`src/rtl/keypad_conditioner.sv`:
```
// Keypad/button front-end for combo_lock: 2-flop sync, debounce, one-hot press pulses,
// multi-key rejection and stuck-key detection.
module keypad_conditioner #(
  parameter int unsigned DEBOUNCE_CYCLES = 4,
  parameter int unsigned RELEASE_CYCLES  = 4,
  parameter int unsigned STUCK_CYCLES    = 1000,
  parameter int unsigned CNT_W           = 16
) (
  input  logic             clk,
  input  logic             hard_rst,
  input  logic [9:0]       raw_keys,
  input  logic             raw_enter,
  input  logic             raw_clr,
  input  logic             raw_rst,
  output logic [9:0]       keypad,
  output logic             enter,
  output logic             clr,
  output logic             rst,
  output logic             multi_err,
  output logic             stuck,
  output logic [CNT_W-1:0] press_count
);

  localparam int unsigned DW = $clog2(DEBOUNCE_CYCLES + 1);
  localparam int unsigned RW = $clog2(RELEASE_CYCLES + 1);
  localparam int unsigned HW = $clog2(STUCK_CYCLES + 1);

  typedef enum logic [1:0] {IDLE, DEBOUNCE, HELD} state_t;

  state_t        state;
  logic [12:0]   sync1, s;
  logic [12:0]   cand;
  logic [DW-1:0] cnt;
  logic [RW-1:0] rel_cnt;
  logic [HW-1:0] hold_cnt;
  logic          accept;
  logic          one_hot;

  always_ff @(posedge clk or posedge hard_rst) begin
    if (hard_rst) begin
      sync1 <= '0;
      s     <= '0;
    end else begin
      sync1 <= {raw_rst, raw_clr, raw_enter, raw_keys};
      s     <= sync1;
    end
  end

  // Acceptance always happens on a cycle where s equals the candidate, so s is the vector to issue.
  always_comb begin
    accept = 1'b0;
    if (state == IDLE && s != '0 && DEBOUNCE_CYCLES == 1)
      accept = 1'b1;
    else if (state == DEBOUNCE && s != '0 && s == cand &&
             (cnt + DW'(1)) == DW'(DEBOUNCE_CYCLES))
      accept = 1'b1;
    one_hot = (s != '0) && ((s & (s - 13'd1)) == '0);
  end

  always_ff @(posedge clk or posedge hard_rst) begin
    if (hard_rst) begin
      state       <= IDLE;
      cand        <= '0;
      cnt         <= '0;
      rel_cnt     <= '0;
      hold_cnt    <= '0;
      keypad      <= '0;
      enter       <= 1'b0;
      clr         <= 1'b0;
      rst         <= 1'b0;
      multi_err   <= 1'b0;
      stuck       <= 1'b0;
      press_count <= '0;
    end else begin
      {rst, clr, enter, keypad} <= '0;
      multi_err                 <= 1'b0;
      if (accept) begin
        if (one_hot) begin
          {rst, clr, enter, keypad} <= s;
          press_count               <= press_count + CNT_W'(1);
        end else begin
          multi_err <= 1'b1;
        end
        state    <= HELD;
        hold_cnt <= '0;
        rel_cnt  <= '0;
      end else begin
        case (state)
          IDLE: begin
            if (s != '0) begin
              cand  <= s;
              cnt   <= DW'(1);
              state <= DEBOUNCE;
            end
          end
          DEBOUNCE: begin
            if (s == '0) begin
              state <= IDLE;
            end else if (s != cand) begin
              cand <= s;
              cnt  <= DW'(1);
            end else begin
              cnt <= cnt + DW'(1);
            end
          end
          HELD: begin
            if (s == '0) begin
              if ((rel_cnt + RW'(1)) == RW'(RELEASE_CYCLES)) begin
                state   <= IDLE;
                stuck   <= 1'b0;
                rel_cnt <= '0;
              end else begin
                rel_cnt <= rel_cnt + RW'(1);
              end
            end else begin
              rel_cnt <= '0;
              if (hold_cnt != HW'(STUCK_CYCLES)) begin
                hold_cnt <= hold_cnt + HW'(1);
                if ((hold_cnt + HW'(1)) == HW'(STUCK_CYCLES))
                  stuck <= 1'b1;
              end
            end
          end
          default: state <= IDLE;
        endcase
      end
    end
  end

endmodule

```
`config.mk`:
```
export PLATFORM = sky130hd
export DESIGN_NAME = keypad_conditioner
export DESIGN_NICKNAME = d
export VERILOG_FILES = /design/src/rtl/keypad_conditioner.sv
export SDC_FILE = /design/constraint.sdc
export NUM_CORES = 1
export LEC_CHECK = 0
export BUFFER_PORTS_ARGS = -buffer_cell sky130_fd_sc_hd__buf_2
export CORE_UTILIZATION = 45
export DETAILED_ROUTE_END_ITERATION = 10
export SETUP_SLACK_MARGIN = 0.15
export SLEW_MARGIN = 20
export SYNTH_ARGS = -nofsm -noshare
export SYNTH_HDL_FRONTEND = slang
export SYNTH_SLANG_ARGS = --single-unit
export TNS_END_PERCENT = 100
```
`constraint.sdc`:
```
create_clock -name clk -period 2.7 [get_ports clk]
set_input_delay 0.135 -clock clk [delete_from_list [all_inputs] [get_ports clk]]
set_output_delay 0.135 -clock clk [all_outputs]
set_load 0.02 [all_outputs]
```
# Yosys cells after proc, flatten, opt, wreduce, memory -nomap -nowiden
# Index checks and enable logic that the tools add are counted.
[op_classes]
addsub = 5
n_eq_ne = 17
mux = 37
n_bitwise = 2
n_reduce_logical = 19
[op_table]
columns = ["operator", "count"]
rows = [
  ["$mux 10", 6],
  ["$mux 13", 3],
  ["$logic_not 13->1", 2],
  ["$pmux 13 s2", 1],
  ["$mux 3", 7],
  ["$add 16x1->16 const B", 1],
  ["$and 13x13->13", 1],
  ["$eq 13x13->1", 1],
  ["$mux 1", 13],
  ["$ne 13x13->1", 1],
  ["$reduce_bool 13->1", 1],
  ["$sub 13x1->13 const B", 1],
  ["$add 10x1->10 const B", 1],
  ["$eq 10x10->1 const B", 1],
  ["$mux 2", 5],
  ["$ne 10x10->1 const B", 1],
  ["$reduce_and 5->1", 2],
  ["$reduce_bool 2->1", 5],
  ["$reduce_and 4->1", 2],
  ["$add 3x1->3 const B", 2],
  ["$eq 3x3->1 const B", 2],
  ["$ne 2x1->1 const B", 3],
  ["$ne 3x2->1 const B", 2],
  ["$ne 3x3->1 const B", 2],
  ["other kinds (10)", 14],
]
[totals]
ff_bits = 88
inputBits = 15
out_inout_bits = 31
wordCells = 94

# Depth between registers and ports, before layout
[depth]
word_depth = 7
ltp_mapped = 10
mapped_depth_nobuf = 8

# Worst setup path after synthesis
# Ideal clock, no wire load.
[synth_path]
kind = "reg-to-reg"
start = "reg s[5]"
end = "reg cand[10]"
setup_time_ns = 0.125
t_arrival_ns = 2.273
t_required_ns = 2.575
setup_slack_ns = 0.303
path_stages_with_launch = 8
n_path_buf = 1
period_less_slack_ns = 2.397
cell_sequence = "dfrtp_1 or4_4 or4_4 nor2_1 nor2_1 nand2_1 buf_6 mux2_2"
[synth_via]
elab_chain_len = 7
word_cells_on_any_way = 13
cone_classes = "eq/ne (5); mux (1); bitwise (1); reduce/logical (6)"
[synth_rtl]
columns = ["element", "line_no", "text"]
rows = [
  ["start, declared", "31", "logic [12:0] sync1, s;"],
  ["start signal, assigned", "45", "s <= sync1;"],
  ["$reduce_bool 13->1", "54, 90", ""],
  ["$logic_and 1x1->1 (3 in a row)", "54", "else if (state == DEBOUNCE && s != '0 && s == cand &&"],
  ["$mux 1", "54", ""],
  ["$not 1->1 (no source line)", "n/a", ""],
  ["$reduce_and 5->1 (no source line) *", "n/a", ""],
  ["end signal, assigned", "91", "cand <= s;"],
  ["end signal, assigned", "100", "cand <= s;"],
  ["end, declared", "32", "logic [12:0] cand;"],
]
# Every way passes the cells marked *; elsewhere a longest branch is shown, timed or not.
# A chain may end at the register's enable or synchronous reset.

# Final worst setup path
[layout_path]
start = "reg s[5]"
end = "reg cand[12]"
# The elaborated chain is that of the path after synthesis.

==> metrics <==
outcome=complete, no violations; routability-driven placement congestion ratio=0.778; Layout Area Growth over Synthesis=21.6%; data required time at the worst endpoint=2.95 ns; headroom to the max-slew limit=54.9%; non-filler cells, final=500; buffer and inverter count on the worst path=1; Antenna Violating Nets Remaining=0; worst stage delay on the critical path=0.56 ns; Cell Pwr Density=532 mW/mm^2; number of violations reported at the end of detailed-routing iteration 0=137; Overall Power=0.00246 W; leakage dissipation=2.21 nW; Cell Chain, Critical Path=or4_4 -> or4_4 -> nor2_1 -> nor2_1 -> nand2_1 -> buf_4 -> mux2_2; cell type group with the largest total delay on the critical path=simple AND/OR/NAND/NOR gates; CTS tree=built; number of antenna violations at the first check in global routing=0; utilization after layout=56.3%; post-synthesis register bit count=88; timing-limited maximum frequency=0.411 GHz; final worst path period need=2.43 ns; cell with the most instances after synthesis=sky130_fd_sc_hd__dfrtp_1; GRT Resource Usage Total=17.8%; filler cell count=692; worst setup path class=flop to flop; RSZ-0062 raised after global routing=no; Synth Area per Inst=12.2 sq um; slew of the pin with the lowest slew margin=0.670 ns; die area=0.00883 sq mm; H-tree depth=3; instance count of the mapped netlist=311; Post-layout nets=412; worst-case clock skew=0.00977 ns; count of final setup violators=0; clock buffers created by TritonCTS=9; average vias per placed instance=5.09; clock transition at the register clock pins on the worst setup and hold paths after CTS=0.08 ns; cell taking the most area after synthesis=sky130_fd_sc_hd__dfrtp_1; DR pass1 iterations=4; Die Y-Extent=94.0 um; Synth top cells by count=sky130_fd_sc_hd__dfrtp_1 (88), sky130_fd_sc_hd__xor2_1 (31), sky130_fd_sc_hd__nor2_1 (22); Slew Limit Fails=0; tightest hold margin=0.351 ns; library cell used as clock root buffer=sky130_fd_sc_hd__clkbuf_8; Final period util=90.1%; fraction of synthesized cell area taken by the top area cell type=57.9%; Port Buf Inserts=45; post-synth net total=333; proportion of layout cells with a drive suffix above 1=27.3%; sum of negative setup slack=0 ns; via count of the first global-routing pass=2420; Netlist cell types=49; top post-synthesis cells by area=sky130_fd_sc_hd__dfrtp_1 (58%), sky130_fd_sc_hd__xor2_1 (7.1%), sky130_fd_sc_hd__mux2_2 (3.8%), sky130_fd_sc_hd__and2_1 (2.5%), sky130_fd_sc_hd__ha_1 (2.3%); signal arrival time at the worst endpoint=2.68 ns; VDD IR-drop max=0.379 mV; post-synth design cell area=0.00381 sq mm; number of maximum-capacitance constraint violations=0; latest clock arrival within the worst-skew pair=0.36 ns; global-route wire length before repair=11700 um; final hold viol count=0; number of sinks driven by the clock tree=88; commonest register cell after synthesis=sky130_fd_sc_hd__dfrtp_1; Remaining Overflow, GRT=0; Worst Hold Class=flop to flop; drt total wl=6920 um; largest net degree at the start of global routing=52; crit path capture type=flop; Detailed Place HPWL=4860 um; number of diodes added for antenna fixing=0; share of synthesized area occupied by flip-flops and latches=57.9%; wire per inst=13.8 um; library cell contributing the largest single delay on the critical path=sky130_fd_sc_hd__or4_4; row count=33; crit path launch type=flop; number of vias after detailed routing=2547; number of top-level pins=46; effective utilization at floorplan=46.3%; # DRC=0; Yosys Warn Count=0; Cell Count Post-Placement=467; Crit Path Max Fanout=8; horizontal extent of the die=94.0 um; fraction of registers with async set/reset=100%; count of flip-flops with a built-in enable after synthesis=0; Clock Path Buffers=2; placeable core area=0.00822 sq mm
## cell families (layout without fill, tap and decap cells)
family | Yosys count | in the layout | share of synthesized area (%)
xor+xnor | 34 | 34 | 7.82
fa+ha+maj | 9 | 9 | 2.83
buf+inv | 14 | 98 | 1.87
flops | 88 | 88 | 57.9
simple gates | 115 | 115 | 17.5
compound gates | 34 | 34 | 7.20
mux | 17 | 17 | 4.96
## metrics by stage
step | setup slack [ns] | area, sq um
2_1_floorplan | 0.286 | 3810
3_3_place_gp | 0.186 | 4220
3_5_place_dp | 0.166 | 4220
4_1_cts | 0.239 | 4620
5_1_grt | 0.154 | 4630
6_report | 0.268 | 4630
## cell usage in the layout (no fill, tap or decap), types with 2 or more instances in the layout
master / instances
sky130_fd_sc_hd__clkbuf_8: 9
sky130_fd_sc_hd__or4_4: 2
sky130_fd_sc_hd__nor3_1: 7
sky130_fd_sc_hd__nor4_2: 2
sky130_fd_sc_hd__o31ai_1: 2
sky130_fd_sc_hd__or4b_1: 2
sky130_fd_sc_hd__a21oi_1: 3
sky130_fd_sc_hd__mux2_1: 2
sky130_fd_sc_hd__or3_1: 3
sky130_fd_sc_hd__o41ai_1: 2
sky130_fd_sc_hd__o22ai_1: 2
sky130_fd_sc_hd__clkinv_2: 3
sky130_fd_sc_hd__a22o_1: 2
sky130_fd_sc_hd__buf_4: 12
sky130_fd_sc_hd__and4_1: 3
sky130_fd_sc_hd__nand4_1: 5
sky130_fd_sc_hd__o21ai_0: 9
sky130_fd_sc_hd__nor4_1: 3
sky130_fd_sc_hd__nand2_1: 21
sky130_fd_sc_hd__and2_1: 15
sky130_fd_sc_hd__buf_2: 45
sky130_fd_sc_hd__xor2_1: 31
sky130_fd_sc_hd__a31oi_1: 3
sky130_fd_sc_hd__nor2_1: 22
sky130_fd_sc_hd__mux2i_1: 2
sky130_fd_sc_hd__nand3_1: 9
sky130_fd_sc_hd__xnor2_1: 3
sky130_fd_sc_hd__maj3_1: 2
sky130_fd_sc_hd__nor2_2: 2
sky130_fd_sc_hd__dfrtp_1: 88
sky130_fd_sc_hd__bufinv_16: 2
sky130_fd_sc_hd__dlygate4sd3_1: 14
sky130_fd_sc_hd__buf_12: 2
sky130_fd_sc_hd__mux2_2: 13
sky130_fd_sc_hd__and3_1: 6
sky130_fd_sc_hd__inv_1: 8
sky130_fd_sc_hd__nor2_4: 7
sky130_fd_sc_hd__ha_1: 7
## layout make-up
type / instances / area [sq um] / area share [%]
clock buffer: 9 / 124 / 2.68
clock inverter: 7 / 95.1 / 2.05
inverter: 9 / 35.0 / 0.757
multi-input combinational: 209 / 1550 / 33.4
sequential: 88 / 2200 / 47.6
tap: 105 / 131 / 2.84
timing repair buffer: 73 / 495 / 10.7
## final timing paths
check,from,end,slack (ns),cells after the start
setup / recovery,s[5],cand[12],0.27,7
hold / removal,sync1[4],s[4],0.35,0
setup reg to reg,s[5],cand[12],0.27,7
hold reg to reg,sync1[4],s[4],0.35,0
max in group asynchronous,hard_rst,press_count[11],1.66,4
min in group asynchronous,hard_rst,sync1[8],0.38,3
## registers in the layout, summed over array words and instances (netlist names)
name,cells
press_count,16
cand,13
s,13
sync1,13
hold_cnt,10
keypad,10
cnt,3
rel_cnt,3
state,2
clr,1
enter,1
multi_err,1
rst,1
stuck,1
## repair_timing
action                                  4_1_cts  5_1_grt
buffers inserted                              3        0
pin swaps                                     0        2
resized for setup                             0        3
hold buffers                                 14        0
hold endpoints to repair                     50        0
endpoints found under the setup margin        1       22
## report_power, final
group	total (W)	switching, W	internal, W
Clock	0.000986	0.000464	0.000522
Combinational	0.000104	0.0000543	0.0000494
Sequential	0.00137	0.0000260	0.00135
## metal layers
metal	vias to the layer above	global-route usage [%]	wire, um
li1	1248	-	-
met1	1235	24.9	3510
met2	51	25.3	2980
met3	13	3.64	257
met4	0	10.6	181
met5	-	0	0
No activity file was read; power rests on OpenSTA's default activity.
